File: config.mk
export PLATFORM = sky130hd
export DESIGN_NAME = apb_completer_regs
export DESIGN_NICKNAME = d
export VERILOG_FILES = /design/src/rtl/apb_pkg.sv /design/src/rtl/apb_regfile.sv /design/src/rtl/apb_completer_regs.sv
export SDC_FILE = /design/constraint.sdc
export NUM_CORES = 1
export LEC_CHECK = 0
export ABC_CLOCK_PERIOD_IN_PS = 3300
export CAP_MARGIN = 5
export CORE_MARGIN = 10
export CORE_UTILIZATION = 45
export DETAILED_ROUTE_END_ITERATION = 6
export PLACE_DENSITY = 0.67
export SYNTH_ARGS = -nofsm -noshare
export SYNTH_HDL_FRONTEND = slang
export SYNTH_HIERARCHICAL = 1
export SYNTH_SLANG_ARGS = --single-unit
File: constraint.sdc
create_clock -name pclk -period 3.3 [get_ports pclk]
set_input_delay 0.99 -clock pclk [delete_from_list [all_inputs] [get_ports pclk]]
set_output_delay 0.99 -clock pclk [all_outputs]
set_load 0.1 [all_outputs]
File: src/rtl/apb_pkg.sv
// Shared types and helpers for the APB completer register block.
// Holds the FSM state type, default bus widths and the word-index helper.
package apb_pkg;

   typedef enum logic {APB_IDLE, APB_ACCESS} apb_cs_state_e;

   localparam int APB_DATA_W = 32;
   localparam int APB_ADDR_W = 8;

   function automatic int unsigned word_idx(input logic [31:0] addr);
      return addr >> 2;
   endfunction

endpackage

File: src/rtl/apb_regfile.sv
// Byte-strobed register bank with one async read port.
// Word 0 is a read-only constant; no bus protocol logic lives here.
module apb_regfile #(
   parameter int                DATA_W   = 32,
   parameter int                DEPTH    = 16,
   parameter int                IW       = 4,
   parameter logic [DATA_W-1:0] ID_VALUE = 32'hA5B0_0001
) (
   input  logic                clk,
   input  logic                rst_n,
   input  logic                we,
   input  logic [IW-1:0]       widx,
   input  logic [DATA_W/8-1:0] wstrb,
   input  logic [DATA_W-1:0]   wdata,
   input  logic [IW-1:0]       ridx,
   output logic [DATA_W-1:0]   rdata
);

   localparam int STRB_W = DATA_W / 8;

   logic [DATA_W-1:0] mem_q [DEPTH];

   always_ff @(posedge clk) begin
      if (!rst_n) begin
         for (int i = 0; i < DEPTH; i++) begin
            mem_q[i] <= '0;
         end
      end else if (we) begin
         for (int b = 0; b < STRB_W; b++) begin
            if (wstrb[b]) begin
               mem_q[widx][b*8 +: 8] <= wdata[b*8 +: 8];
            end
         end
      end
   end

   always_comb begin
      rdata = mem_q[ridx];
      if (ridx == '0) begin
         rdata = ID_VALUE;
      end
   end

endmodule

File: src/rtl/apb_completer_regs.sv
// APB4 completer in front of a byte-strobed register bank.
// Two-state FSM with optional wait states, error decode and protocol checks.
module apb_completer_regs
   import apb_pkg::*;
#(
   parameter int                ADDR_W      = APB_ADDR_W,
   parameter int                DATA_W      = APB_DATA_W,
   parameter int                DEPTH       = 16,
   parameter int                WAIT_STATES = 0,
   parameter logic [DATA_W-1:0] ID_VALUE    = 32'hA5B0_0001
) (
   input  logic                pclk,
   input  logic                preset,
   input  logic                psel,
   input  logic                penable,
   input  logic                pwrite,
   input  logic [ADDR_W-1:0]   paddr,
   input  logic [DATA_W-1:0]   pwdata,
   input  logic [DATA_W/8-1:0] pstrb,
   output logic [DATA_W-1:0]   prdata,
   output logic                pready,
   output logic                pslverr,
   output logic                proto_err
);

   localparam int          STRB_W  = DATA_W / 8;
   localparam int          IW      = (DEPTH > 1) ? $clog2(DEPTH) : 1;
   localparam int          CNT_W   = (WAIT_STATES > 0) ? $clog2(WAIT_STATES + 1) : 1;
   localparam int unsigned DEPTH_U = DEPTH;

   apb_cs_state_e state_q, state_d;

   logic [CNT_W-1:0]  wcnt_q;
   logic [IW-1:0]     addr_q;
   logic              write_q;
   logic [DATA_W-1:0] wdata_q;
   logic [STRB_W-1:0] strb_q;
   logic              err_q;
   logic [DATA_W-1:0] prdata_q;
   logic              proto_q;

   int unsigned       idx;
   logic              acc_err;
   logic              in_acc;
   logic              latch;
   logic              complete;
   logic              viol;
   logic              we;
   logic [DATA_W-1:0] rf_rdata;

   assign idx     = word_idx(32'(paddr));
   assign acc_err = (paddr[1:0] != 2'b00) | (idx >= DEPTH_U) | (pwrite & (idx == 0));
   assign in_acc  = (state_q == APB_ACCESS);

   // A SETUP seen during ACCESS restarts the transfer with fresh latches.
   assign latch    = psel & ~penable;
   assign complete = in_acc & psel & penable & pready;
   assign viol     = (~in_acc & psel & penable) | (in_acc & ~psel) | (in_acc & psel & ~penable);
   assign we       = complete & write_q & ~err_q;

   always_ff @(posedge pclk) begin
      if (!preset) begin
         state_q <= APB_IDLE;
      end else begin
         state_q <= state_d;
      end
   end

   always_comb begin
      state_d = state_q;
      unique case (state_q)
         APB_IDLE: begin
            if (psel && !penable) state_d = APB_ACCESS;
         end
         APB_ACCESS: begin
            if (!psel) state_d = APB_IDLE;
            else if (penable && pready) state_d = APB_IDLE;
         end
         default: state_d = APB_IDLE;
      endcase
   end

   always_comb begin
      pready  = in_acc & (wcnt_q == CNT_W'(WAIT_STATES));
      pslverr = err_q & pready;
   end

   always_ff @(posedge pclk) begin
      if (!preset) begin
         wcnt_q   <= '0;
         addr_q   <= '0;
         write_q  <= 1'b0;
         wdata_q  <= '0;
         strb_q   <= '0;
         err_q    <= 1'b0;
         prdata_q <= '0;
         proto_q  <= 1'b0;
      end else begin
         proto_q <= viol;
         if (latch) begin
            wcnt_q  <= '0;
            addr_q  <= IW'(idx);
            write_q <= pwrite;
            wdata_q <= pwdata;
            strb_q  <= pstrb;
            err_q   <= acc_err;
            if (!pwrite) begin
               prdata_q <= acc_err ? '0 : rf_rdata;
            end
         end else if (state_d == APB_IDLE) begin
            wcnt_q <= '0;
         end else if (!pready) begin
            wcnt_q <= wcnt_q + CNT_W'(1);
         end
      end
   end

   assign prdata    = prdata_q;
   assign proto_err = proto_q;

   apb_regfile #(
      .DATA_W   (DATA_W),
      .DEPTH    (DEPTH),
      .IW       (IW),
      .ID_VALUE (ID_VALUE)
   ) u_regfile (
      .clk   (pclk),
      .rst_n (preset),
      .we    (we),
      .widx  (addr_q),
      .wstrb (strb_q),
      .wdata (wdata_q),
      .ridx  (IW'(idx)),
      .rdata (rf_rdata)
   );

endmodule

== After elaboration in Yosys (flattened, before gate mapping) ==
Memories as Yosys holds them, arrays and structs flattened.
Cells that the tools add are included.
Storage, ports and cells
  bits of input ports: 49
  memories: 1
  word-level logic and storage cells: 72
  bits in registers: 77
  RAM bits: 512
Cells by class
  multiplexer cells: 26
  reduce and logical (&&, ||, !) cells: 9
  magnitude comparators: 1
  bitwise gates (word level): 25
  add/subtract/negate cells: 1
Memory list
  u_regfile.mem_q: depth 16, bits a word 32, read ports 1, clocked after Yosys merged registers in 0, wr ports 16, line apb_regfile.sv:21  | logic [DATA_W-1:0] mem_q [DEPTH];
Operators by type and width (number)
  2-to-1 mux 32 bit: 3
  zero test 32 bit: 1
  OR reduction 32 bit: 1
  2-to-1 mux 1 bit: 20
  AND 1 bit: 13
  2-to-1 mux 4 bit: 2
  inverter 1 bit: 8
  greater-or-equal comparator 6 x 5 -> 1 bit, second input constant: 1
  zero test 4 bit: 1
  OR 1 bit: 4
  OR reduction 3 bit: 1
  logical AND 1 bit: 2
  one-hot mux 1 bit (2 select lines): 1
  AND reduction 2 bit: 1
  nonzero test 2 bit: 1
  adder 1 bit, second input constant: 1
  zero test 1 bit: 1

== Depth between registers and ports, before layout ==
Gate-level depths: netlist of the first run.
  depth in word-level cells: 10
  mapped depth: 9

== Modules after synthesis ==
The synthesis of the first run kept the hierarchy.
Modules (own cells, without submodules)
  apb_regfile: instances 1, cells an instance 1543, seq. area each 15134.5 µm², area each 23252.3 µm²
  apb_completer_regs: instances 1, cells an instance 271, seq. area each 1541.5 µm², area each 2566.2 µm²

== Worst setup path after synthesis of the first run ==
No wires, ideal clock.
  kind: reg-to-output
  from: reg state_q (netlist: in_acc)
  to: out pslverr
  cell stages (with the launch flop): 3
  data required time: 2.310 ns
  path buffers: 0
  setup slack: -0.359 ns
  arrival time: 2.669 ns
  cell sequence: dfxtp_1 > nor2b_1 > and2_1
Between the ends
  cells in the longest elaborated chain, start to end: 2
Ends and longest elaborated chain
  start, declared: line apb_completer_regs.sv:31  | apb_cs_state_e state_q, state_d;
  start signal, assigned: line apb_completer_regs.sv:65  | state_q <= state_d;
  AND 1 bit: line apb_completer_regs.sv:84  | pready = in_acc & (wcnt_q == CNT_W'(WAIT_STATES));
  named net pready: line apb_completer_regs.sv:21  | output logic pready,
  AND 1 bit: line apb_completer_regs.sv:85  | pslverr = err_q & pready;
  end, declared: line apb_completer_regs.sv:22  | output logic pslverr,
The timed path passes the listed nets, and every way through them passes these cells.

==> flow_summary.yaml, run 1 <==
run_status:
  status: "finished clean"
placed_design:
  dpl.hpwl_um: 43100
  gp_congestion: 0.817
  portBuffers: 83
sta:
  rsz0062_at_grt: "no"
  max_freq_ghz: 0.385
  fin_crit_ns: 2.60
  finalSetupViolations: 0
  holdWs_ns: 0.461
  skew_ns: 0.0165
  finalSetupTns_ns: 0
  maxSlewHeadroom_pct: 22.4
  drv_slew: 0
  hold_violations: 0
  timing.final.crit_share_pct: 78.7
  tightest_slew_ns: 1.16
synth:
  synthesis.nets: 1863
  synth_top_area_share_pct: 58.6
  netlist_area_sq_um: 25800
  synth_edf_count: 504
  synth_most_common_cell: "and2_1"
  syn-mean-instance-area_sq_um: 14.2
  yosysTopAreaCell: "edfxtp_1"
  synth_seq_area_share_pct: 64.6
  yosys.cell_types.count: 46
  synth_area_leaders: "edfxtp_1 (59%), and2_1 (12%), mux4_2 (9.1%)"
  yosysWarnings: 6
  synth_flop_cell: "edfxtp_1"
  synth_seq_cells: 581
  synth-async-reset-ratio_pct: 0
  synth.top_cells.by_count: "and2_1 (507), edfxtp_1 (504), mux4_2 (104), nand2_1 (104), dfxtp_1 (77)"
  synthCells: 1814
clocking:
  h-tree-depth: 2
  clk_pin_slew_worst_paths_ns: 0.06
  cts_root_buffer: "clkbuf_16"
  clkSinkCount: 581
  cts_max_path_buffers: 3
  cts_inserted_buffers: 60
  cts_resized: 0
  cts_hold_repair.buffers: 0
  clk-insertion-delay-late_ns: 0.62
  cts_tree: "done"
  cts_setup_buffers: 0
worst_setup_path:
  critPathKind: "input port to register"
  required_ns: 3.64
  cp-start-kind: "input port"
  critPathArrivalTime_ns: 2.93
  r2r_slack_ns: 0.94
  crit_fanout: 32
  endpoint_kind: "register"
global_routing:
  met1_usage_pct: 24.2
  track_usage_pct: 19.2
  grt_pass1_vias: 15800
  use_met3_pct: 2.96
  grt_most_used_layer: "met2"
  grt_max_degree: 65
  antenna_found_initial: 0
  grt_pass1_wl_um: 97700
  overflow: 0
  met2_usage_pct: 32.9
floorplanning:
  die_area_sq_um: 67400
  die_h_um: 260
  coreArea_sq_um: 56600
  die_width_um: 260
  io_pins: 84
  start_util_pct: 45.6
  rows: 87
detailed_routing:
  viasPerCell: 5.58
  drtAntennaViolNets: 0
  vias: 15400
  drtPass1Iterations: 6
  drt_iter0_drc: 1585
  wl_per_cell_um: 23.4
  drc: 0
  drt-total-wl_um: 64700
cells_and_area:
  nNetsFinal: 2004
  n_antenna_cell: 0
  drive_above_1_share_pct: 17.8
  area.growth.synth_to_final_pct: 15.6
run:
  maxCapViolCount: 0
worst_hold_path:
  hold_path.class: "register to register"
power_and_ir_drop:
  p_leak_nw: 10.9
  p_per_area_nw_per_um2: 532
  ir_drop_uv: 401
[cell usage in the layout (no fill, tap or decap), types with 17 or more instances in the layout]
| master | Yosys | final |
|---|---|---|
| nand2_1 | 104 | 104 |
| nor2_1 | 71 | 71 |
| clkdlybuf4s50_1 | 0 | 44 |
| a22o_1 | 32 | 32 |
| edfxtp_1 | 504 | 504 |
| dfxtp_1 | 77 | 77 |
| buf_4 | 3 | 138 |
| mux4_2 | 104 | 104 |
| and2_1 | 507 | 507 |
| o22ai_1 | 17 | 17 |
| mux2i_1 | 75 | 75 |
| o21ai_0 | 66 | 66 |
| clkbuf_16 | 0 | 62 |
| a21oi_1 | 53 | 53 |
[kinds of logic (layout without fill, tap and decap cells)]
family                 Yosys count  after routing  synth area share (%)
other                            1              1                0.0145
AO/OA/AOI/OAI                  219            219                  5.41
multiplexers                   179            179                  12.0
flip-flops                     581            581                  64.6
buffers and inverters          120            312                  2.36
AND/OR/NAND/NOR                713            713                  15.6
XOR/XNOR                         1              1                0.0339
[final cells by class]
class	instances	area, sq um
multi-input combinational	1113	8550
sequential	581	16700
clock buffer	77	1650
fill	4731	26800
inverter	2	7.51
tap	756	946
clock inverter	36	258
timing repair buffer	197	1760
[routing by layer]
| metal | share of wire, % | vias to the layer above |
|---|---|---|
| met5 | 0 | - |
| met4 | 3.2 | 0 |
| met3 | 6.4 | 101 |
| met2 | 50 | 543 |
| met1 | 40 | 7817 |
| li1 | - | 6959 |
[final timing paths]
| kind | from | to | cells past startpoint |
|---|---|---|---|
| worst max-delay path | penable | u_regfile/mem_q[6][0] | 7 |
| worst min-delay path | strb_q[3] | strb_q[3] | 2 |
| worst max register to register | addr_q[2] | u_regfile/mem_q[7][18] | 4 |
| worst min register to register | strb_q[3] | strb_q[3] | 2 |
[registers in the layout, summed over array words and instances (netlist names), 4 cells and up]
name,count
addr_q,4
prdata,32
strb_q,4
u_regfile/mem_q,504
wdata_q,32
[critical path, cell delays in order]
cell             delay (ns)
clkdlybuf4s50_1        0.55
nand2_1                0.12
nor2_1                 0.30
nand3_1                0.19
buf_12                 0.21
o21ai_0                0.33
buf_4                  0.22
[per-stage QoR]
step	utilization [%]	power (mW)	std cells	cell area [sq um]	setup slack, ns
after global placement	49.4	9.47	2649	27900	0.0990
after floorplan	-	9.04	1814	25800	0.225
final	52.7	15.9	2762	29800	0.702
after global routing	52.7	16.4	2762	29800	0.581
after CTS	52.7	16.0	2762	29800	0.691
after detailed placement	49.4	9.51	2649	27900	0.0887
[report_power, final]
group,leakage [nW],switching (mW),internal (mW)
Combinational,4.16,0.578,0.430
Clock,0.940,2.77,3.74
Sequential,5.84,0.158,8.19
Note: power is estimated with default switching activity, not from simulation.
==> run 2, diff against run 1 <==
--- a/config.mk
+++ b/config.mk
@@ -5,12 +5,12 @@
 export SDC_FILE = /design/constraint.sdc
 export NUM_CORES = 1
 export LEC_CHECK = 0
-export ABC_CLOCK_PERIOD_IN_PS = 3300
+export ABC_CLOCK_PERIOD_IN_PS = 2300
 export CAP_MARGIN = 5
 export CORE_MARGIN = 10
 export CORE_UTILIZATION = 45
 export DETAILED_ROUTE_END_ITERATION = 6
-export PLACE_DENSITY = 0.67
+export PLACE_DENSITY = 0.69
 export SYNTH_ARGS = -nofsm -noshare
 export SYNTH_HDL_FRONTEND = slang
 export SYNTH_HIERARCHICAL = 1
==> constraint.sdc (replaced) <==
create_clock -name pclk -period 2.3 [get_ports pclk]
set_input_delay 0.69 -clock pclk [delete_from_list [all_inputs] [get_ports pclk]]
set_output_delay 0.69 -clock pclk [all_outputs]
set_load 0.1 [all_outputs]
==> flow_summary.yaml, run 2 (same netlist as run 1, synthesis figures left out) <==
worst_setup_path:
  crit_fanout: 18
  reg2regPathDepth: 7
  critPathMaxStageDelay_ns: 0.66
  critPathKind: "input port to register"
  r2r-start: "in_acc"
  path_delay_family: "compound AO/OA/AOI/OAI gates"
  cp_slowest_cell: "a221oi_1"
  crit_chain: "clkdlybuf4s50_1 > buf_4 > clkinv_1 > buf_4 > a221oi_1 > a21oi_1 > o21ai_1 > a22o_1"
  critPathArrivalTime_ns: 2.82
  cp_num_buf_inv: 4
  cp-start-kind: "input port"
  required_ns: 2.86
  reg2reg_to: "u_regfile/mem_q[4][8]"
  endpoint_kind: "register"
  cp_common_cell: "buf_4"
  r2r_slack_ns: 0.12
detailed_routing:
  drt_iter0_drc: 1328
  drt-total-wl_um: 64400
  drc: 0
  wl_per_cell_um: 22.9
  drtPass1Iterations: 5
  vias: 15600
  drtAntennaViolNets: 0
  viasPerCell: 5.55
floorplanning:
  die_h_um: 260
  start_util_pct: 45.6
  die_area_sq_um: 67400
  coreArea_sq_um: 56600
  io_pins: 84
  rows: 87
  die_width_um: 260
clocking:
  clkSinkCount: 581
  cts_max_path_buffers: 3
  h-tree-depth: 2
  cts_inserted_buffers: 58
  clk-insertion-delay-late_ns: 0.62
  cts_hold_repair.buffers: 0
  cts_root_buffer: "clkbuf_16"
  clk_pin_slew_worst_paths_ns: 0.06
  cts_tree: "done"
worst_hold_path:
  hold_path.class: "input port to register"
  hold_depth: 3
  min_from: "preset"
  worstHoldEndpoint: "in_acc"
cells_and_area:
  regMostFlops: "u_regfile/mem_q"
  drive_above_1_share_pct: 20.9
  largest_register_ffs: 504
  area.growth.synth_to_final_pct: 18.0
  final_common_cell: "and2_1"
  fin_util_pct: 53.8
  nNetsFinal: 2061
  final_cell_mix: "and2_1 (506), edfxtp_1 (504), buf_4 (186), nand2_1 (104), mux4_2 (104)"
  fillers: 4604
  n_antenna_cell: 0
  final_cells: 2818
run:
  maxCapViolCount: 0
global_routing:
  grt_pass1_vias: 15800
  grt_pass1_wl_um: 98300
  overflow: 0
  antenna_found_initial: 1
  grt_max_degree: 65
  track_usage_pct: 19.1
power_and_ir_drop:
  p_leak_nw: 11.2
  ir_drop_uv: 524
  p_per_area_nw_per_um2: 750
run_status:
  status: "finished clean"
sta:
  maxSlewHeadroom_pct: 42.4
  drv_slew: 0
  fin_crit_ns: 2.26
  timing.final.crit_share_pct: 98.3
  finalSetupViolations: 0
  holdWs_ns: 0.428
  tightest_slew_ns: 0.860
  rsz0062_at_grt: "no"
  max_freq_ghz: 0.442
  worst_slack_ns: 0.0385
  skew_ns: 0.0161
  hold_violations: 0
  finalSetupTns_ns: 0
placed_design:
  dpl.hpwl_um: 44300
  gp_congestion: 0.835
  dp_worst_setup_slack_ns: -0.556
  dp.cells: 2707
  portBuffers: 83
-- run 2: worst max path at each step --
| stage | start | end | cells past startpoint |
|---|---|---|---|
| after floorplan | in_acc | u_regfile/mem_q[10][10] | 6 |
| after global placement | penable | u_regfile/mem_q[7][15] | 7 |
| after detailed placement | penable | u_regfile/mem_q[7][10] | 7 |
| after CTS | in_acc | pslverr | 3 |
| after global routing | penable | u_regfile/mem_q[5][14] | 7 |
| final | paddr[5] | prdata[23] | 8 |
-- run 2: through the flow --
step	instance area [sq um]	power (mW)
6_report	30500	22.8
5_1_grt	30500	23.5
4_1_cts	30400	23.0
3_5_place_dp	28500	13.8
3_3_place_gp	28500	13.7
2_1_floorplan	25800	13.0
-- run 2: per-layer routing --
| metal | wire length (um) | vias to the layer above | global-route usage (%) |
|---|---|---|---|
| met4 | 1860 | 2 | 6.59 |
| met2 | 32300 | 528 | 32.6 |
| li1 | - | 7058 | - |
| met1 | 26400 | 7934 | 24.7 |
| met3 | 3820 | 107 | 2.71 |
| met5 | 13 | - | 0 |
-- run 2: worst min-delay path, cell delays in order --
cell	delay (ns)
buf_2	0.18
nand2_1	0.10
a21oi_1	0.03
-- run 2: power breakdown --
group / switching (mW) / internal (mW)
logic: 0.850 / 0.704
clock network: 3.95 / 5.35
registers: 0.231 / 11.7
-- run 2: area by class of cell --
| cell class | count | area, sq um | share of cell area, % |
|---|---|---|---|
| Sequential cell | 581 | 16700 | 54.8 |
| Timing Repair Buffer | 256 | 2340 | 7.67 |
| Clock inverter | 19 | 103 | 0.337 |
| Multi-Input combinational cell | 1113 | 8590 | 28.2 |
| Clock buffer | 91 | 1790 | 5.89 |
| Inverter | 2 | 7.51 | 0.0246 |
| Tap cell | 756 | 946 | 3.11 |
-- run 2: timing repair --
item,4_1_cts,5_1_grt
setup endpoints to repair,0,80
resized for setup,0,15
buffers inserted,0,1
==> run 3, diff against run 2 <==
--- a/config.mk
+++ b/config.mk
@@ -9,8 +9,10 @@
 export CAP_MARGIN = 5
 export CORE_MARGIN = 10
 export CORE_UTILIZATION = 45
+export CTS_CLUSTER_DIAMETER = 60
 export DETAILED_ROUTE_END_ITERATION = 6
 export PLACE_DENSITY = 0.69
+export SKIP_LAST_GASP = 1
 export SYNTH_ARGS = -nofsm -noshare
 export SYNTH_HDL_FRONTEND = slang
 export SYNTH_HIERARCHICAL = 1
==> flow_summary.yaml, run 3 (same netlist as run 1, synthesis figures left out) <==
sta:
  skew_ns: 0.0220
  drv_slew: 0
  hold_violations: 0
  tightest_slew_ns: 0.859
  max_freq_ghz: 0.440
  maxSlewHeadroom_pct: 42.5
  holdWs_ns: 0.440
  finalSetupViolations: 0
  fin_crit_ns: 2.27
  timing.final.crit_share_pct: 98.8
  worst_slack_ns: 0.0265
  rsz0062_at_grt: "no"
worst_setup_path:
  required_ns: 2.85
  reg2reg_to: "u_regfile/mem_q[15][0]"
  critPathArrivalTime_ns: 2.83
  critPathKind: "input port to register"
  crit_fanout: 18
  reg2regPathDepth: 7
  endpoint_kind: "register"
  cp-start-kind: "input port"
  r2r_slack_ns: 0.07
  r2r-start: "in_acc"
cells_and_area:
  final_cell_mix: "and2_1 (506), edfxtp_1 (504), buf_4 (185), nand2_1 (104), mux4_2 (104)"
  fin_area_sq_um: 30400
  final_common_cell: "and2_1"
  drive_above_1_share_pct: 21.0
  regMostFlops: "u_regfile/mem_q"
  nNetsFinal: 2061
  final_cells: 2818
  largest_register_ffs: 504
  area.growth.synth_to_final_pct: 17.6
  n_antenna_cell: 0
power_and_ir_drop:
  p_per_area_nw_per_um2: 738
  ir_drop_uv: 551
  p_sw_share_pct: 22.3
  net-switching-power_mw: 4.99
  p_comb_share_pct: 6.9
  internal_power_mw: 17.4
  p_leak_nw: 11.2
  pwr-share-clk_pct: 39.6
  p_seq_share_pct: 53.5
placed_design:
  dp_worst_setup_slack_ns: -0.556
  placed_area_sq_um: 28500
  portBuffers: 83
  gp_congestion: 0.835
  dpl.hpwl_um: 44300
  dp.cells: 2707
floorplanning:
  io_pins: 84
  die_h_um: 260
  rows: 87
  start_util_pct: 45.6
  coreArea_sq_um: 56600
  die_width_um: 260
  die_area_sq_um: 67400
clocking:
  cts_root_buffer: "clkbuf_16"
  cts_tree: "done"
  cts_hold_repair.buffers: 0
  cts_inserted_buffers: 59
  clk-insertion-delay-late_ns: 0.61
  h-tree-depth: 2
  clkSinkCount: 581
  cts_setup_buffers: 0
  cts_max_path_buffers: 3
  clk_pin_slew_worst_paths_ns: 0.06
global_routing:
  overflow: 0
  track_usage_pct: 19.1
  grt_pass1_vias: 15800
  antenna_found_initial: 1
  grt_max_degree: 65
  grt_pass1_wl_um: 98000
detailed_routing:
  drc: 0
  drt-total-wl_um: 64100
  vias: 15600
  wl_per_cell_um: 22.7
  drtPass1Iterations: 5
  viasPerCell: 5.53
  drt_iter0_drc: 1360
  drtAntennaViolNets: 0
run:
  maxCapViolCount: 0
worst_hold_path:
  hold_depth: 3
  worstHoldEndpoint: "in_acc"
  min_from: "preset"
  hold_path.class: "input port to register"
run_status:
  status: "finished clean"
## run 3: cell type report
cell class | instances | area, sq um
repair buffers | 255 | 2330
flip-flops and latches | 581 | 16700
clock inverters | 27 | 140
fillers | 4604 | 26200
inverters | 2 | 7.51
well taps | 756 | 946
multi-input cells | 1113 | 8620
clock buffers | 84 | 1640
## run 3: worst max path at each step
stage          startpoint                       to  cells past startpoint
2_1_floorplan      in_acc  u_regfile/mem_q[10][10]                      6
3_3_place_gp      penable   u_regfile/mem_q[7][15]                      7
3_5_place_dp      penable   u_regfile/mem_q[7][10]                      7
4_1_cts            in_acc                  pslverr                      3
5_1_grt           penable   u_regfile/mem_q[15][1]                      7
6_report         paddr[5]               prdata[23]                      8
## run 3: power by group through the flow
stage | Sequential (mW) | Clock, mW | Combinational [mW]
after floorplan | 12.1 | 0 | 0.904
after global routing | 12.0 | 9.45 | 1.65
final | 12.0 | 8.87 | 1.55
after detailed placement | 12.2 | 0 | 1.56
after global placement | 12.2 | 0 | 1.53
after CTS | 12.0 | 9.05 | 1.56
## run 3: repair_timing
| item | 4_1_cts | 5_1_grt |
|---|---|---|
| endpoints found under the hold margin | 0 | 0 |
| gates resized for setup | 0 | 25 |
| setup endpoints to repair | 0 | 132 |
## run 3: routing by layer
layer | global-route usage (%) | wire (um)
met1 | 24.7 | 26300
met2 | 32.7 | 32100
met3 | 2.55 | 3780
met4 | 6.24 | 1860
met5 | 0 | 13
## run 3: critical path: stages
cell and delay [ns]:
clkdlybuf4s50_1 0.46, buf_4 0.18, clkinv_1 0.09, buf_4 0.23
a221oi_1 0.67, a21oi_1 0.18, o21ai_1 0.18, a22o_1 0.13
## run 3: per-stage QoR
step	power (mW)	TNS, ns	utilization (%)
5_1_grt	23.1	0	53.6
4_1_cts	22.6	0	53.5
2_1_floorplan	13.0	-60.56	-
3_3_place_gp	13.7	-437.01	50.4
3_5_place_dp	13.8	-408.69	50.4
6_report	22.4	0	53.6
